==> src/rtl/x86_insn_byte_parser.sv <==
// x86-64 instruction byte parser: consumes one instruction-stream byte per
// cycle and splits it into prefixes, REX, opcode, ModRM, SIB, displacement
// and immediate, presenting one parsed instruction per output handshake.
module x86_insn_byte_parser #(
  parameter int MAX_LEN = 15
) (
  input  logic        clk,
  input  logic        reset,
  input  logic        in_valid,
  input  logic [7:0]  in_byte,
  output logic        in_ready,
  output logic        out_valid,
  input  logic        out_ready,
  output logic [5:0]  out_pfx,
  output logic [2:0]  out_seg,
  output logic [3:0]  out_rex,
  output logic        out_escape,
  output logic [7:0]  out_opcode,
  output logic        out_has_modrm,
  output logic        out_has_sib,
  output logic [7:0]  out_modrm,
  output logic [7:0]  out_sib,
  output logic [31:0] out_disp,
  output logic [63:0] out_imm,
  output logic [3:0]  out_imm_bytes,
  output logic [3:0]  out_length,
  output logic        out_error
);

  typedef enum logic [2:0] {
    S_PFX, S_OP2, S_MODRM, S_SIB, S_DISP, S_IMM, S_DONE
  } state_t;

  state_t       state_q, state_d;
  logic [5:0]   pfx_q, pfx_d;
  logic [2:0]   seg_q, seg_d;
  logic [3:0]   rex_q, rex_d;
  logic         esc_q, esc_d;
  logic [7:0]   opcode_q, opcode_d;
  logic         has_modrm_q, has_modrm_d;
  logic         has_sib_q, has_sib_d;
  logic [7:0]   modrm_q, modrm_d;
  logic [7:0]   sib_q, sib_d;
  logic [31:0]  disp_q, disp_d;
  logic [63:0]  imm_q, imm_d;
  logic [3:0]   imm_bytes_q, imm_bytes_d;
  logic [2:0]   dsz_q, dsz_d;
  logic [2:0]   idx_q, idx_d;
  logic [3:0]   len_q, len_d;
  logic         err_q, err_d;

  logic         op_take, op_esc;
  logic [3:0]   isz;
  logic [2:0]   dsz;
  logic [3:0]   len_inc;

  function automatic logic is_legacy(input logic [7:0] b);
    case (b)
      8'h26, 8'h2E, 8'h36, 8'h3E, 8'h64, 8'h65,
      8'h66, 8'h67, 8'hF0, 8'hF2, 8'hF3: is_legacy = 1'b1;
      default:                           is_legacy = 1'b0;
    endcase
  endfunction

  function automatic logic [2:0] seg_code(input logic [7:0] b);
    case (b)
      8'h26:   seg_code = 3'd0;
      8'h2E:   seg_code = 3'd1;
      8'h36:   seg_code = 3'd2;
      8'h3E:   seg_code = 3'd3;
      8'h64:   seg_code = 3'd4;
      8'h65:   seg_code = 3'd5;
      default: seg_code = 3'd0;
    endcase
  endfunction

  function automatic logic invalid1(input logic [7:0] op);
    case (op)
      8'h06, 8'h07, 8'h0E, 8'h16, 8'h17, 8'h1E, 8'h1F, 8'h27, 8'h2F,
      8'h37, 8'h3F, 8'h60, 8'h61, 8'h62, 8'h82, 8'h9A, 8'hC4, 8'hC5,
      8'hD4, 8'hD5, 8'hD6, 8'hEA: invalid1 = 1'b1;
      default:                    invalid1 = 1'b0;
    endcase
  endfunction

  // ALU rows 00-3F carry ModRM in the forms whose low nibble is 0-3 or 8-B
  function automatic logic modrm1(input logic [7:0] op);
    if (op[7:6] == 2'b00 && !op[2]) begin
      modrm1 = 1'b1;
    end else begin
      casez (op)
        8'h63, 8'h69, 8'h6B, 8'b1000_????, 8'hC0, 8'hC1, 8'hC6, 8'hC7,
        8'b1101_00??, 8'b1101_1???, 8'hF6, 8'hF7, 8'hFE, 8'hFF:
                 modrm1 = 1'b1;
        default: modrm1 = 1'b0;
      endcase
    end
  endfunction

  function automatic logic modrm2(input logic [7:0] op);
    casez (op)
      8'h05, 8'h0B, 8'h31, 8'hA2, 8'b1000_????, 8'b1100_1???:
               modrm2 = 1'b0;
      default: modrm2 = 1'b1;
    endcase
  endfunction

  // Immediate byte count; reg is the ModRM reg field (only F6/F7 use it)
  function automatic logic [3:0] imm_size(input logic esc, input logic [7:0] op,
                                          input logic [2:0] rg, input logic p66,
                                          input logic p67, input logic w);
    logic [3:0] z;
    z = p66 ? 4'd2 : 4'd4;
    imm_size = 4'd0;
    if (esc) begin
      casez (op)
        8'hBA, 8'hA4, 8'hAC, 8'b0111_00??: imm_size = 4'd1;
        8'b1000_????:                      imm_size = z;
        default:                           imm_size = 4'd0;
      endcase
    end else if (op[7:6] == 2'b00 && op[2:0] == 3'b100) begin
      imm_size = 4'd1;
    end else if (op[7:6] == 2'b00 && op[2:0] == 3'b101) begin
      imm_size = z;
    end else begin
      casez (op)
        8'h6A, 8'h6B, 8'b0111_????, 8'h80, 8'h83, 8'hA8, 8'b1011_0???,
        8'hC0, 8'hC1, 8'hC6, 8'hCD, 8'b1110_0???, 8'hEB:
                      imm_size = 4'd1;
        8'hC2, 8'hCA: imm_size = 4'd2;
        8'hC8:        imm_size = 4'd3;
        8'h68, 8'h69, 8'h81, 8'hA9, 8'hC7, 8'hE8, 8'hE9:
                      imm_size = z;
        8'b1011_1???: imm_size = w ? 4'd8 : z;
        8'b1010_00??: imm_size = p67 ? 4'd4 : 4'd8;
        8'hF6:        imm_size = (rg[2:1] == 2'b00) ? 4'd1 : 4'd0;
        8'hF7:        imm_size = (rg[2:1] == 2'b00) ? z : 4'd0;
        default:      imm_size = 4'd0;
      endcase
    end
  endfunction

  function automatic state_t after_addr(input logic [2:0] d, input logic [3:0] i);
    if (d != 3'd0)      after_addr = S_DISP;
    else if (i != 4'd0) after_addr = S_IMM;
    else                after_addr = S_DONE;
  endfunction

  assign in_ready      = (state_q != S_DONE);
  assign out_valid     = (state_q == S_DONE);
  assign out_pfx       = pfx_q;
  assign out_seg       = seg_q;
  assign out_rex       = rex_q;
  assign out_escape    = esc_q;
  assign out_opcode    = opcode_q;
  assign out_has_modrm = has_modrm_q;
  assign out_has_sib   = has_sib_q;
  assign out_modrm     = modrm_q;
  assign out_sib       = sib_q;
  assign out_disp      = disp_q;
  assign out_imm       = imm_q;
  assign out_imm_bytes = imm_bytes_q;
  assign out_length    = len_q;
  assign out_error     = err_q;

  // Next-state and field capture for each accepted byte or output handshake
  always_comb begin
    state_d     = state_q;
    pfx_d       = pfx_q;
    seg_d       = seg_q;
    rex_d       = rex_q;
    esc_d       = esc_q;
    opcode_d    = opcode_q;
    has_modrm_d = has_modrm_q;
    has_sib_d   = has_sib_q;
    modrm_d     = modrm_q;
    sib_d       = sib_q;
    disp_d      = disp_q;
    imm_d       = imm_q;
    imm_bytes_d = imm_bytes_q;
    dsz_d       = dsz_q;
    idx_d       = idx_q;
    len_d       = len_q;
    err_d       = err_q;
    op_take     = 1'b0;
    op_esc      = 1'b0;
    isz         = 4'd0;
    dsz         = 3'd0;
    len_inc     = len_q + 4'd1;

    if (state_q == S_DONE) begin
      // Clearing on handshake makes absent fields read as zero next time
      if (out_ready) begin
        state_d     = S_PFX;
        pfx_d       = '0;
        seg_d       = '0;
        rex_d       = '0;
        esc_d       = 1'b0;
        opcode_d    = '0;
        has_modrm_d = 1'b0;
        has_sib_d   = 1'b0;
        modrm_d     = '0;
        sib_d       = '0;
        disp_d      = '0;
        imm_d       = '0;
        imm_bytes_d = '0;
        dsz_d       = '0;
        idx_d       = '0;
        len_d       = '0;
        err_d       = 1'b0;
      end
    end else if (in_valid) begin
      len_d = len_inc;
      case (state_q)
        S_PFX: begin
          if (is_legacy(in_byte)) begin
            // A REX is only meaningful directly before the opcode
            rex_d = 4'd0;
            case (in_byte)
              8'h66:   pfx_d[0] = 1'b1;
              8'h67:   pfx_d[1] = 1'b1;
              8'hF0:   pfx_d[2] = 1'b1;
              8'hF2:   pfx_d[3] = 1'b1;
              8'hF3:   pfx_d[4] = 1'b1;
              default: begin
                pfx_d[5] = 1'b1;
                seg_d    = seg_code(in_byte);
              end
            endcase
          end else if (in_byte[7:4] == 4'h4) begin
            rex_d = in_byte[3:0];
          end else if (in_byte == 8'h0F) begin
            esc_d   = 1'b1;
            state_d = S_OP2;
          end else begin
            op_take = 1'b1;
          end
        end
        S_OP2: begin
          op_take = 1'b1;
          op_esc  = 1'b1;
        end
        S_MODRM: begin
          modrm_d     = in_byte;
          isz         = imm_size(esc_q, opcode_q, in_byte[5:3], pfx_q[0], pfx_q[1], rex_q[3]);
          imm_bytes_d = isz;
          if (in_byte[7:6] != 2'b11 && in_byte[2:0] == 3'b100) begin
            has_sib_d = 1'b1;
            state_d   = S_SIB;
          end else begin
            if (in_byte[7:6] == 2'b01)
              dsz = 3'd1;
            else if (in_byte[7:6] == 2'b10 || (in_byte[7:6] == 2'b00 && in_byte[2:0] == 3'b101))
              dsz = 3'd4;
            dsz_d   = dsz;
            state_d = after_addr(dsz, isz);
          end
        end
        S_SIB: begin
          sib_d = in_byte;
          if (modrm_q[7:6] == 2'b01)
            dsz = 3'd1;
          else if (modrm_q[7:6] == 2'b10 || (modrm_q[7:6] == 2'b00 && in_byte[2:0] == 3'b101))
            dsz = 3'd4;
          dsz_d   = dsz;
          state_d = after_addr(dsz, imm_bytes_q);
        end
        S_DISP: begin
          if (dsz_q == 3'd1)
            disp_d = {{24{in_byte[7]}}, in_byte};
          else
            disp_d[{idx_q[1:0], 3'b000} +: 8] = in_byte;
          if (idx_q + 3'd1 == dsz_q) begin
            idx_d   = 3'd0;
            state_d = (imm_bytes_q != 4'd0) ? S_IMM : S_DONE;
          end else begin
            idx_d = idx_q + 3'd1;
          end
        end
        S_IMM: begin
          imm_d[{idx_q, 3'b000} +: 8] = in_byte;
          if ({1'b0, idx_q} + 4'd1 == imm_bytes_q) begin
            idx_d   = 3'd0;
            state_d = S_DONE;
          end else begin
            idx_d = idx_q + 3'd1;
          end
        end
        default: ;
      endcase

      // Opcode byte handling shared by one-byte and 0F-escaped maps
      if (op_take) begin
        opcode_d = in_byte;
        if (!op_esc && invalid1(in_byte)) begin
          err_d   = 1'b1;
          state_d = S_DONE;
        end else if (op_esc ? modrm2(in_byte) : modrm1(in_byte)) begin
          has_modrm_d = 1'b1;
          state_d     = S_MODRM;
        end else begin
          isz         = imm_size(op_esc, in_byte, 3'd0, pfx_q[0], pfx_q[1], rex_q[3]);
          imm_bytes_d = isz;
          state_d     = (isz != 4'd0) ? S_IMM : S_DONE;
        end
      end

      // Architectural length limit reached with bytes still expected
      if (state_d != S_DONE && len_inc == 4'(MAX_LEN)) begin
        err_d   = 1'b1;
        state_d = S_DONE;
      end
    end
  end

  // State and field registers with synchronous reset
  always_ff @(posedge clk) begin
    if (reset) begin
      state_q     <= S_PFX;
      pfx_q       <= '0;
      seg_q       <= '0;
      rex_q       <= '0;
      esc_q       <= 1'b0;
      opcode_q    <= '0;
      has_modrm_q <= 1'b0;
      has_sib_q   <= 1'b0;
      modrm_q     <= '0;
      sib_q       <= '0;
      disp_q      <= '0;
      imm_q       <= '0;
      imm_bytes_q <= '0;
      dsz_q       <= '0;
      idx_q       <= '0;
      len_q       <= '0;
      err_q       <= 1'b0;
    end else begin
      state_q     <= state_d;
      pfx_q       <= pfx_d;
      seg_q       <= seg_d;
      rex_q       <= rex_d;
      esc_q       <= esc_d;
      opcode_q    <= opcode_d;
      has_modrm_q <= has_modrm_d;
      has_sib_q   <= has_sib_d;
      modrm_q     <= modrm_d;
      sib_q       <= sib_d;
      disp_q      <= disp_d;
      imm_q       <= imm_d;
      imm_bytes_q <= imm_bytes_d;
      dsz_q       <= dsz_d;
      idx_q       <= idx_d;
      len_q       <= len_d;
      err_q       <= err_d;
    end
  end

endmodule

==> config.mk <==
export PLATFORM = sky130hd
export DESIGN_NAME = x86_insn_byte_parser
export DESIGN_NICKNAME = d
export VERILOG_FILES = /design/src/rtl/x86_insn_byte_parser.sv
export SDC_FILE = /design/constraint.sdc
export NUM_CORES = 1
export LEC_CHECK = 0
export CAP_MARGIN = 20
export CORE_ASPECT_RATIO = 1.75
export CORE_UTILIZATION = 59
export DETAILED_ROUTE_END_ITERATION = 12
export DONT_BUFFER_PORTS = 1
export HOLD_SLACK_MARGIN = 0.05
export PLACE_DENSITY = 0.75
export SLEW_MARGIN = 15
export SYNTH_ARGS = -nofsm -noshare
export SYNTH_HDL_FRONTEND = slang
export SYNTH_SLANG_ARGS = --single-unit
export TNS_END_PERCENT = 5
==> constraint.sdc <==
create_clock -name clk -period 3.5 [get_ports clk]
set_input_delay 0.875 -clock clk [delete_from_list [all_inputs] [get_ports clk]]
set_output_delay 0.875 -clock clk [all_outputs]
set_load 0.05 [all_outputs]
== Word-level counts from Yosys, hierarchy flattened ==
Index checks and enable logic that the tools add are counted.

* Bits in registers: 154
* Latch bits: 0
* Memory bits (writable): 0
* ROM bits: 0
* Output and inout bits: 147
* Word-level logic and storage cells: 409
* Memories: 0

* Add/subtract/negate cells: 5
* $mul: 0
* Divide/modulo/power cells: 0
* Magnitude comparators: 0
* Equality and inequality tests: 136
* Shift-type cells: 4
* Mux-type cells: 166
* Bitwise logic cells: 0
* Reductions and logical operators: 76

{| class="wikitable"
|+ Operators with widths
! operator !! number
|-
| $eq 8x8->1 const B || 56
|-
| $mux 64 || 4
|-
| $mux 32 || 5
|-
| $eq 8x7->1 const B || 16
|-
| $mux 4 || 31
|-
| $mux 3 || 39
|-
| $mux 8 || 10
|-
| $eq 8x6->1 const B || 9
|-
| $bwmux 64 || 1
|-
| $shift 8x8->64 const A || 1
|-
| $shiftx 8x8->64 || 1
|-
| $mux 1 || 56
|-
| $eq 5x5->1 const B || 8
|-
| $reduce_and 5->1 || 7
|-
| $bwmux 32 || 1
|-
| $eq 8x5->1 const B || 4
|-
| $pmux 4 s8 || 1
|-
| $reduce_bool 2->1 || 16
|-
| $shift 8x7->32 const A || 1
|-
| $shiftx 8x7->32 || 1
|-
| $mux 6 || 5
|-
| $pmux 3 s5 || 2
|-
| $reduce_or 14->1 || 2
|-
| $eq 8x3->1 const B || 3
|-
| other kinds (44) || 107
|}

== Depth between registers and ports, before layout ==
Gate-level depths: netlist of run 1.

* Depth in word-level cells: 36
* Mapped depth: 11

== Least setup slack after synthesis of run 1 ==
OpenSTA, ideal clock, no wires.

* Path type: input port to flip-flop
* From: input port in_byte[5]
* To: register err_q, in the netlist out_error
* Setup time: 0.122 ns
* Arrival: 2.814 ns
* Setup slack: 0.564 ns
* Stages on the path: 11
* Buffers on the path: 3
* Cell sequence: buf_2 buf_2 buf_2 and2_1 o211ai_1 a211oi_1 o21ai_0 nand4_2 a221oi_2 a31oi_1 a221o_1

* Longest elaborated chain between the ends: 23
* Elaborated cells between the ends (all ways): 155
* Those cells by class: eq/ne (78); mux (61); reduce/logical (16)

{| class="wikitable"
|+ RTL lines
! what !! line !! text
|-
| start, declared || 10 || <nowiki>input logic [7:0] in_byte,</nowiki>
|-
| $eq 8x8->1, or another cell as far along || 91, 126 ||
|-
| $reduce_or 14->1 (no line), or another cell as far along || -- ||
|-
| $pmux 4 s6 || 126 || <nowiki>casez (op)</nowiki>
|-
| $mux 4 || 123 || <nowiki>end else if (op[7:6] == 2'b00 && op[2:0] == 3'b101) begin</nowiki>
|-
| $mux 4 || 121 || <nowiki>end else if (op[7:6] == 2'b00 && op[2:0] == 3'b100) begin</nowiki>
|-
| $mux 4 || 115 || <nowiki>if (esc) begin</nowiki>
|-
| $mux 4 || 298 || <nowiki>end else if (op_esc ? modrm2(in_byte) : modrm1(in_byte)) begin</nowiki>
|-
| $mux 4 || 295 || <nowiki>if (!op_esc && invalid1(in_byte)) begin</nowiki>
|-
| [... 7 more ...] || -- ||
|-
| $mux 3 || 293 || <nowiki>if (op_take) begin</nowiki>
|-
| $mux 3 || 212 || <nowiki>end else if (in_valid) begin</nowiki>
|-
| $mux 3 || 191 || <nowiki>if (state_q == S_DONE) begin</nowiki>
|-
| $ne 3x3->1 || 309 || <nowiki>if (state_d != S_DONE && len_inc == 4'(MAX_LEN)) begin</nowiki>
|-
| $logic_and 1x1->1 || 309 ||
|-
| $mux 1 || 309 ||
|-
| $mux 1 || 212 ||
|-
| $mux 1 || 191 ||
|-
| end signal, assigned || 353 || <nowiki>err_q <= err_d;</nowiki>
|-
| end, declared || 50 || <nowiki>logic err_q, err_d;</nowiki>
|}

Parallel ways exist; a longest one is shown, timed or not. The select of a mux whose other input is x is not followed.
A chain may end at the register's enable or synchronous reset.

== Final worst setup path of run 1 ==
* From: register idx_q[0]
* To: register err_q, in the netlist out_error

* Longest elaborated chain between the ends: 12
* Elaborated cells between the ends (all ways): 18
* Those cells by class: add/sub (2); eq/ne (3); mux (9); reduce/logical (4)

{| class="wikitable"
|+ RTL lines
! what !! line !! text
|-
| start, declared || 48 || <nowiki>logic [2:0] idx_q, idx_d;</nowiki>
|-
| start signal, assigned || 351 || <nowiki>idx_q <= idx_d;</nowiki>
|-
| $add 3x1->4 / $add 3x1->3 (equally long branches) || 282, 273 ||
|-
| $eq 4x4->1 / $eq 3x3->1 (equally long branches) || 282, 273 ||
|-
| $mux 3, on equally long branches || 282, 273 ||
|-
| $pmux 3 s5 (*) || 214 || <nowiki>case (state_q)</nowiki>
|-
| $mux 3 (*) || 293 ||
|-
| $mux 3 (*) || 212 ||
|-
| $mux 3 (*) || 191 ||
|-
| $ne 3x3->1 (*) || 309 ||
|-
| $logic_and 1x1->1 (*) || 309 ||
|-
| $mux 1 || 309 ||
|-
| $mux 1 || 212 ||
|-
| $mux 1 || 191 ||
|}

Every way passes the cells marked *; elsewhere a longest branch is shown, timed or not. The select of a mux whose other input is x is not followed.

==> metrics.txt, run 1 <==
met1 Usage GRT=0.396; I/O pin count=~160; post-cts gate resize count=0; worst-path maximum fanout=13; part of the cycle the worst path needs=0.849; syn nets=around 1000; Slew @ Worst Pin=~1 ns; gr ovfl total=0; initial antenna violation count=0; largest net degree at the start of global routing=approximately 150; vias per cell=around 6.5; Worst Path Class, Setup=reg2reg; synthesized area per cell=about 7.8 sq um; worst path cell trace=inv_1 > ha_1 > xor2_1 > a2111oi_2 > a221o_1 > o21ai_0 > a221oi_2 > a31oi_1 > a221o_1; global route hottest layer=met2; Avg WL per Cell=20.6 microns; initial core utilization=0.605; nets@finish=between 900 and 1000; Post-Syn Area=7820 sq um; power density over the cells=499 nW/um^2; Peak Freq=about 340 MHz; static leakage=roughly 0.0030 uW; register area share after synthesis=0.391; Ys Warns=0; Worst IR Drop VDD=0.338 mV; critical-path cell with the highest stage delay=dfxtp_1; Hold/Removal Path Class=reg2reg; Max Slew Vio Count=0; global-route wire length before repair=between 30 and 40 mm; CTS buffer count=17; H-tree depth=4; number of iterations in the first detailed-routing pass=5; Final Util=0.654; Die Height=154 microns; Post-DRT Antenna Nets=0; CTS clk-pin slew, worst paths=~0.07 ns; vias in the first global route=7012; CTS Sinks=~150; Max transition margin=0.327; # DRC=0; RSZ-0062 raised after global routing=no; GRT Util Overall=0.349; Critical Path AT=~3.3 ns; Setup Fix Bufs, Post-CTS=0; Async SR Flop Fraction=0; library cells used by synthesis=80; port bufs=0; Rows=55; Worst setup SP type=register; clk_lat worst skew=0.43 ns; crit-path most repeated cell=a221o_1; status=finished clean; Routed WL=23.7 mm; CTS tree=done; Final setup violation count=0; die width=89.1 microns; flops & latches, synth=153; Hold Vio Cnt, Final=0; # diodes=0; Root Buffer=clkbuf_16; Core Area=roughly 13000 sq um; setup TNS=0 ns; cells after synthesis=just over 1000; Max Buffers Root-to-Sink=2; CP required=3.81 ns; post-DP HPWL=~16 mm; Die ar.=13700 sq um; Post-synth EDFFs=0; MaxCap Viol Count=0; fin crit period=slightly below 3 ns; clk_skew=0.0111 ns; Synth-to-Final Area Change=8.22%; layout cells sized above 1=0.0733; crit path capture type=register; detailed-route via count=approximately 7600; met3 Track Usage GR=0.0822; slowest stage delay, CP=between 0.5 and 0.6 ns; GPL Wtd Cong=1.00; met2 Use GR=0.573; predominant post-synthesis flop cell=dfxtp_1; hold_buf cts=0; 1st-iter DRT viols=~790
## worst max-delay path, delay by kind of cell (launching register included)
kind / cells / cell delay, ns
AOI/OAI and AO/OA: 6 / 1.51
DFF: 1 / 0.59
adders and majority gates: 1 / 0.43
xor gates and xnor gates: 1 / 0.18
buffers and inverters: 1 / 0.16
## stage by stage
stage / cell area [sq um] / hold slack (ns) / std cells / worst slack, ns / power (uW)
after floorplan: 7820 / 0.508 / 1006 / 0.564 / 2360
after global placement: 7880 / 0.505 / 1120 / 0.524 / 2420
after detailed placement: 7880 / 0.508 / 1120 / 0.462 / 2420
after CTS: 8460 / 0.505 / 1152 / 0.563 / 4230
after global routing: 8470 / 0.512 / 1153 / 0.301 / 4360
final: 8470 / 0.518 / 1153 / 0.527 / 4220
## where the power goes
part	total, uW	internal [uW]	switching, uW
clock	1830	1010	819
sequential	1890	1770	119
combinational	501	176	324
## flip-flops by register name (all words and copies together) (netlist names), 3 cells and up
name / count
out_imm: 64
out_disp: 32
out_modrm: 8
out_opcode: 8
out_sib: 8
out_pfx: 6
out_imm_bytes: 4
out_length: 4
out_rex: 4
idx_q: 3
out_seg: 3
state_q: 3
## synth_stat cells, drive strengths merged (4+ instances only)
cell type | n | area share
nor3 | 45 | 0.029
a211oi | 4 | 0.0038
a21oi | 104 | 0.067
nor3b | 9 | 0.0093
o41ai | 4 | 0.0045
a221oi | 4 | 0.0053
buf | 28 | 0.019
nand2 | 56 | 0.027
o31ai | 5 | 0.0048
and2 | 13 | 0.010
o32ai | 4 | 0.0045
nand3 | 24 | 0.015
nand3b | 7 | 0.0067
nand2b | 18 | 0.014
a22o | 4 | 0.0045
o211ai | 6 | 0.0064
mux2i | 13 | 0.017
dfxtp | 153 | 0.39
and3 | 7 | 0.0056
a2111oi | 5 | 0.0064
or3 | 4 | 0.0032
inv | 15 | 0.0072
nand4bb | 4 | 0.0058
a31oi | 8 | 0.0064
nor2 | 187 | 0.090
clkbuf | 54 | 0.026
nand4 | 7 | 0.0064
xnor2 | 4 | 0.0045
ha | 8 | 0.013
a22oi | 76 | 0.073
nor2b | 20 | 0.017
nor4 | 12 | 0.0096
o21ai | 38 | 0.024
## kinds of logic (layout without fill, tap and decap cells)
group	count (synthesis)	count (layout)	synth area share
simple gates	439	439	0.278
compound gates	289	289	0.241
flops	153	153	0.391
buf+inv	97	73	0.0517
mux	13	13	0.0166
fa+ha+maj	8	8	0.0128
xor+xnor	7	7	0.00784
## final timing paths
check	from	to	slack (ns)	depth (start not counted)
setup / recovery	idx_q[0]$_SDFFE_PP0P_	out_error$_SDFFE_PP0P_	0.53	9
hold / removal	out_opcode[0]$_SDFFE_PP0P_	out_opcode[0]$_SDFFE_PP0P_	0.52	2
setup reg to reg	idx_q[0]$_SDFFE_PP0P_	out_error$_SDFFE_PP0P_	0.53	9
hold reg to reg	out_opcode[0]$_SDFFE_PP0P_	out_opcode[0]$_SDFFE_PP0P_	0.52	2
## placed cells by master (no fill, tap or decap), types with 5 or more instances in the layout
cell type / count
nand4_1: 6
inv_6: 6
nor3b_1: 8
nand2b_1: 18
nand3b_1: 7
nor2b_1: 19
clkbuf_16: 17
buf_4: 26
a22oi_1: 76
and2_1: 13
a31oi_1: 8
o31ai_1: 5
nand3_1: 24
inv_1: 15
o21ai_0: 24
and3_1: 7
nor2_1: 187
ha_1: 8
o211ai_1: 5
nor3_1: 45
mux2i_1: 13
o21ai_1: 14
a21oi_1: 104
dfxtp_1: 153
nor4_1: 12
nand2_1: 55
## routing by layer
layer | up-vias | routed length, microns
met5 | - | 0
met4 | 0 | 1500
met3 | 116 | 1890
met2 | 353 | 11600
met1 | 3510 | 8710
li1 | 3572 | -
## area by class of cell
cell class,instances,area (sq um)
tap,171,214
timing repair buffer,26,195
inverter,15,56.3
fill,1183,4470
clock inverter,15,156
clock buffer,17,425
sequential,153,3060
multi-input combinational,756,4360
Note: power is estimated with default switching activity, not from simulation.
==> run 2, diff against run 1 <==
Settings changed: CORE_UTILIZATION 59 to 58, PLACE_DENSITY 0.75 to 0.76.
Clock period 3.5 ns to 2.6 ns, I/O delays scaled along.
==> run 2 against run 1 <==
Cell count is 6.1% higher. Setup slack worse by 0.42 ns. Clock power is 34% higher. Register-to-register slack worse by 0.38 ns. Final area is 7.0% higher. Flip-flop and latch count stayed put. Routed wire length is 4.9% higher. Clock-buffer cell count is 1 higher. Non-clock buffer count is 69 higher. Critical endpoint is now in_ready. Largest power group unchanged.
==> metrics.txt, run 2 (same netlist as run 1, synthesis figures left out) <==
Max Slew Vio Count=0; static leakage=about 0.0033 uW; GPL Wtd Cong=about 1; power density over the cells=roughly 640 nW/um^2; crit-path most repeated cell=buf_4; Final setup violation count=0; initial core utilization=0.598; Hold Vio Cnt, Final=0; switching power total=approximately 1700 uW; post-cts gate resize count=0; Post-DRT Antenna Nets=0; die width=about 90 microns; clk_lat worst skew=0.43 ns; port bufs=0; Clk network pwr share=0.422; Flop pwr share=0.432; most frequent cells in the layout=nor2_1 (187), dfxtp_1 (150), a21oi_1 (104); Hold/Removal Path Class=in2reg; CP required=between 1.5 and 2 ns; commonest non-fill, non-tap cell in the layout=nor2_1; # DRC=0; vias in the first global route=around 7500; global-route wire length before repair=slightly below 40 mm; slowest stage delay, CP=0.43 ns; Die Height=between 150 and 200 microns; CP top delay family=buffers and inverters; Max transition margin=0.514; RSZ-0062 raised after global routing=yes; worst path cell trace=buf_4 > nor2b_1 > and2_1 > inv_1 > buf_4; crit path capture type=output port; FF-to-FF setup slack=~0.15 ns; Peak Freq=about 400 MHz; number of iterations in the first detailed-routing pass=5; critical-path cell with the highest stage delay=dfxtp_1; Avg WL per Cell=slightly above 20 microns; Internal=4110 uW; Routed WL=24.9 mm; CTS tree=done; detailed-route via count=around 8000; Worst Path Class, Setup=reg2out; vias per cell=around 6.5; Core Area=approximately 13000 sq um; fin crit period=between 2 and 2.5 ns; worst setup margin=approximately 0.11 ns; largest net degree at the start of global routing=145; initial antenna violation count=1; Setup Fix Bufs, Post-CTS=0; layout cells sized above 1=0.146; Worst setup SP type=register; gr ovfl total=0; GRT Util Overall=0.350; Max Buffers Root-to-Sink=2; worst-path maximum fanout=19; status=finished clean; hold_buf cts=0; pre-CTS setup slack=-0.171 ns; Rows=55; CTS Sinks=approximately 150; Worst IR Drop VDD=0.493 mV; CTS buffer count=17; CP bufs+invs=3; part of the power in combinational logic=0.147; 1st-iter DRT viols=632; H-tree depth=4; CTS clk-pin slew, worst paths=0.07 ns; Synth-to-Final Area Change=15.8%; Root Buffer=clkbuf_16; nets@finish=around 1100; clk_skew=0.00840 ns; MaxCap Viol Count=0; post-DP HPWL=17.2 mm; part of the cycle the worst path needs=0.959; Die ar.=14000 sq um; Net Sw Frac=0.293; Slew @ Worst Pin=between 0.7 and 0.8 ns; Critical Path AT=1.84 ns; worst hold slack=just under 0.3 ns; I/O pin count=159; max reg flops=between 60 and 70
run 2: cell types whose count changed in the layout (fill, tap and decap cells not counted), sizes merged:
cell,before,now
clkbuf,17,18
clkinv,2,1
clkinvlp,2,4
buf,26,95
inv,25,23
diode,0,1
run 2: worst paths after layout:
| check | startpoint | end | depth (start not counted) |
|---|---|---|---|
| min reg2reg | out_rex[3]$_SDFFE_PP0P_ | out_rex[3]$_SDFFE_PP0P_ | 2 |
| max reg2reg | idx_q[0]$_SDFFE_PP0P_ | out_imm[32]$_SDFFE_PP0P_ | 9 |
| min | reset | out_opcode[2]$_SDFFE_PP0P_ | 1 |
| max | state_q[1]$_SDFFE_PP0P_ | in_ready | 5 |
run 2: metrics by stage:
step | util | instance area, sq um | total power [uW] | setup TNS [ns] | std cells
final | 0.693 | 9060 | 5810 | 0 | 1223
after global routing | 0.693 | 9060 | 6000 | -0.0590 | 1222
after CTS | 0.689 | 9000 | 5800 | 0 | 1221
after detailed placement | 0.644 | 8410 | 3390 | -0.840 | 1189
after global placement | 0.644 | 8410 | 3380 | -0.685 | 1189
after floorplan | - | 7830 | 3180 | -0.627 | 1006
run 2: power groups by stage:
stage | sequential [uW] | clock [uW] | combinational [uW]
after floorplan | 2600 | 0 | 578
after global placement | 2560 | 0 | 823
after detailed placement | 2560 | 0 | 829
after CTS | 2510 | 2460 | 833
after global routing | 2510 | 2560 | 924
final | 2510 | 2450 | 853
run 2: area by class of cell:
cell class	instances	area, sq um
inverter	15	56.3
tap	171	214
multi-input combinational	756	4410
fill	1140	4010
clock inverter	14	149
antenna	1	2.50
sequential	153	3070
timing repair buffer	95	726
clock buffer	18	439
run 2: per-layer routing:
metal  track usage  routed length [microns]  vias to the layer above
met4         0.222                     1470                        0
li1              -                        -                     3702
met1         0.370                     8950                     3764
met2         0.627                    12700                      342
met3        0.0760                     1690                       99
met5             0                        0                        -
==> run 3, diff against run 2 <==
Settings changed: MAX_ROUTING_LAYER set to met4, TNS_END_PERCENT 5 to unset.
==> run 3 against run 2 <==
Power is 0.58% lower. Clock skew is 0.0013 ns higher. Highest routed layer unchanged. Via count is 0.13% higher. Flip-flop and latch count stayed put. Clock-buffer cell count is 1 lower.
==> metrics.txt, run 3 (same netlist as run 1, synthesis figures left out) <==
status=finished clean; power density over the cells=~640 nW/um^2; Worst IR Drop VDD=~0.51 mV; Die Height=about 160 microns; # DRC=0; post-DP HPWL=between 15 and 20 mm; die width=around 90 microns; static leakage=0.00334 uW; Avg WL per Cell=between 20 and 25 microns; Clk network pwr share=0.417; crit path capture type=output port; global-route wire length before repair=approximately 39 mm; Hold Vio Cnt, Final=0; layout cells sized above 1=0.145; part of the cycle the worst path needs=0.967; clk_skew=between 0.009 and 0.01 ns; Max Buffers Root-to-Sink=2; switching power total=1770 uW; clk_lat worst skew=roughly 0.42 ns; commonest non-fill, non-tap cell in the layout=nor2_1; Die ar.=roughly 14000 sq um; Core Area=13100 sq um; gr ovfl total=0; CTS tree=done; Internal=~4000 uW; vias in the first global route=~7500; fin crit period=about 2.5 ns; Hold/Removal Path Class=in2reg; CTS Sinks=about 150; Peak Freq=398 MHz; Final setup violation count=0; detailed-route via count=between 7000 and 8000; worst-path maximum fanout=15; Rows=55; initial core utilization=0.598; number of iterations in the first detailed-routing pass=5; most frequent cells in the layout=nor2_1 (187), dfxtp_1 (153), a21oi_1 (104); Post-DRT Antenna Nets=0; vias per cell=around 6.5; port bufs=0; Post-Layout Inst Area=between 9000 and 10000 sq um; GPL Wtd Cong=about 1.0; nets@finish=roughly 1100; Root Buffer=clkbuf_16; H-tree depth=4; part of the power in combinational logic=0.150; 1st-iter DRT viols=between 600 and 700; Worst setup SP type=register; GRT Util Overall=0.360; Routed WL=~25 mm; Max Slew Vio Count=0; largest net degree at the start of global routing=~150; Worst Path Class, Setup=reg2out; CP required=~2 ns; I/O pin count=159; Synth-to-Final Area Change=16.0%; max reg flops=64; initial antenna violation count=0; Net Sw Frac=0.305; Critical Path AT=1.86 ns; Flop pwr share=0.433; # diodes=0; setup TNS=0 ns; MaxCap Viol Count=0; placed inst area=8460 sq um; Slew @ Worst Pin=around 1.1 ns; RSZ-0062 raised after global routing=no; CTS clk-pin slew, worst paths=around 0.070 ns; Max transition margin=0.291; CTS buffer count=17
[run 3: changes by cell type in the layout (fill, tap and decap cells not counted), moves of 2 or more]
cell        delta
buf_4          +5
clkinv_8       +3
dfxtp_1        +3
dfxtp_2        -3
o21ai_1        +3
o21ai_2        -3
clkinvlp_4     -2
[run 3: final timing paths]
path                               from                    endpoint  slack (ns)  cells after the start
max             state_q[1]$_SDFFE_PP0P_                    in_ready        0.09                      6
min                               reset  out_opcode[0]$_SDFFE_PP0P_        0.30                      1
max reg2reg     state_q[0]$_SDFFE_PP0P_     state_q[0]$_SDFFE_PP0P_        0.11                     10
min reg2reg  out_length[1]$_SDFFE_PP0P_  out_length[1]$_SDFFE_PP0P_        0.49                      2
[run 3: stage by stage]
step / total power (uW) / std cells / util / setup WS [ns] / hold WS, ns
detailed placement: 3400 / 1195 / 0.647 / -0.185 / 0.477
finish: 5780 / 1227 / 0.694 / 0.0860 / 0.299
global route: 5950 / 1227 / 0.694 / 0.000735 / 0.290
global placement: 3400 / 1195 / 0.647 / -0.169 / 0.470
floorplan: 3190 / 1006 / - / -0.0804 / 0.508
CTS: 5780 / 1227 / 0.692 / 0.0987 / 0.288
[run 3: worst max-delay path: stages, from the launching register on]
cell	delay, ns
dfxtp_1	0.32
buf_4	0.19
nor2b_1	0.15
and2_1	0.17
inv_1	0.09
buf_4	0.23
buf_4	0.28
[run 3: power groups by stage]
stage               Sequential [uW]  Clock (uW)  Combinational [uW]
finish                         2500        2410                 864
global route                   2510        2510                 930
global placement               2560           0                 841
floorplan                      2600           0                 581
CTS                            2500        2430                 849
detailed placement             2560           0                 844
[run 3: timing repair]
| action | 4_1_cts | 5_1_grt |
|---|---|---|
| setup buffers | 0 | 0 |
| gates resized for setup | 0 | 5 |
| endpoints found under the setup margin | 0 | 11 |
| hold buffers | 0 | 0 |
[run 3: layout make-up]
type	count	area, sq um
clock inverters	15	158
fillers	1102	4000
flip-flops and latches	153	3060
well taps	171	214
repair buffers	100	763
multi-input cells	756	4390
clock buffers	17	425
inverters	15	56.3
[run 3: per-layer routing]
| layer | share of wire | vias to the layer above | GRT usage |
|---|---|---|---|
| met2 | 0.51 | 390 | 0.625 |
| met3 | 0.073 | 116 | 0.0716 |
| met5 | 0 | - | - |
| met4 | 0.058 | 0 | 0.226 |
| met1 | 0.36 | 3697 | 0.372 |
| li1 | - | 3714 | - |
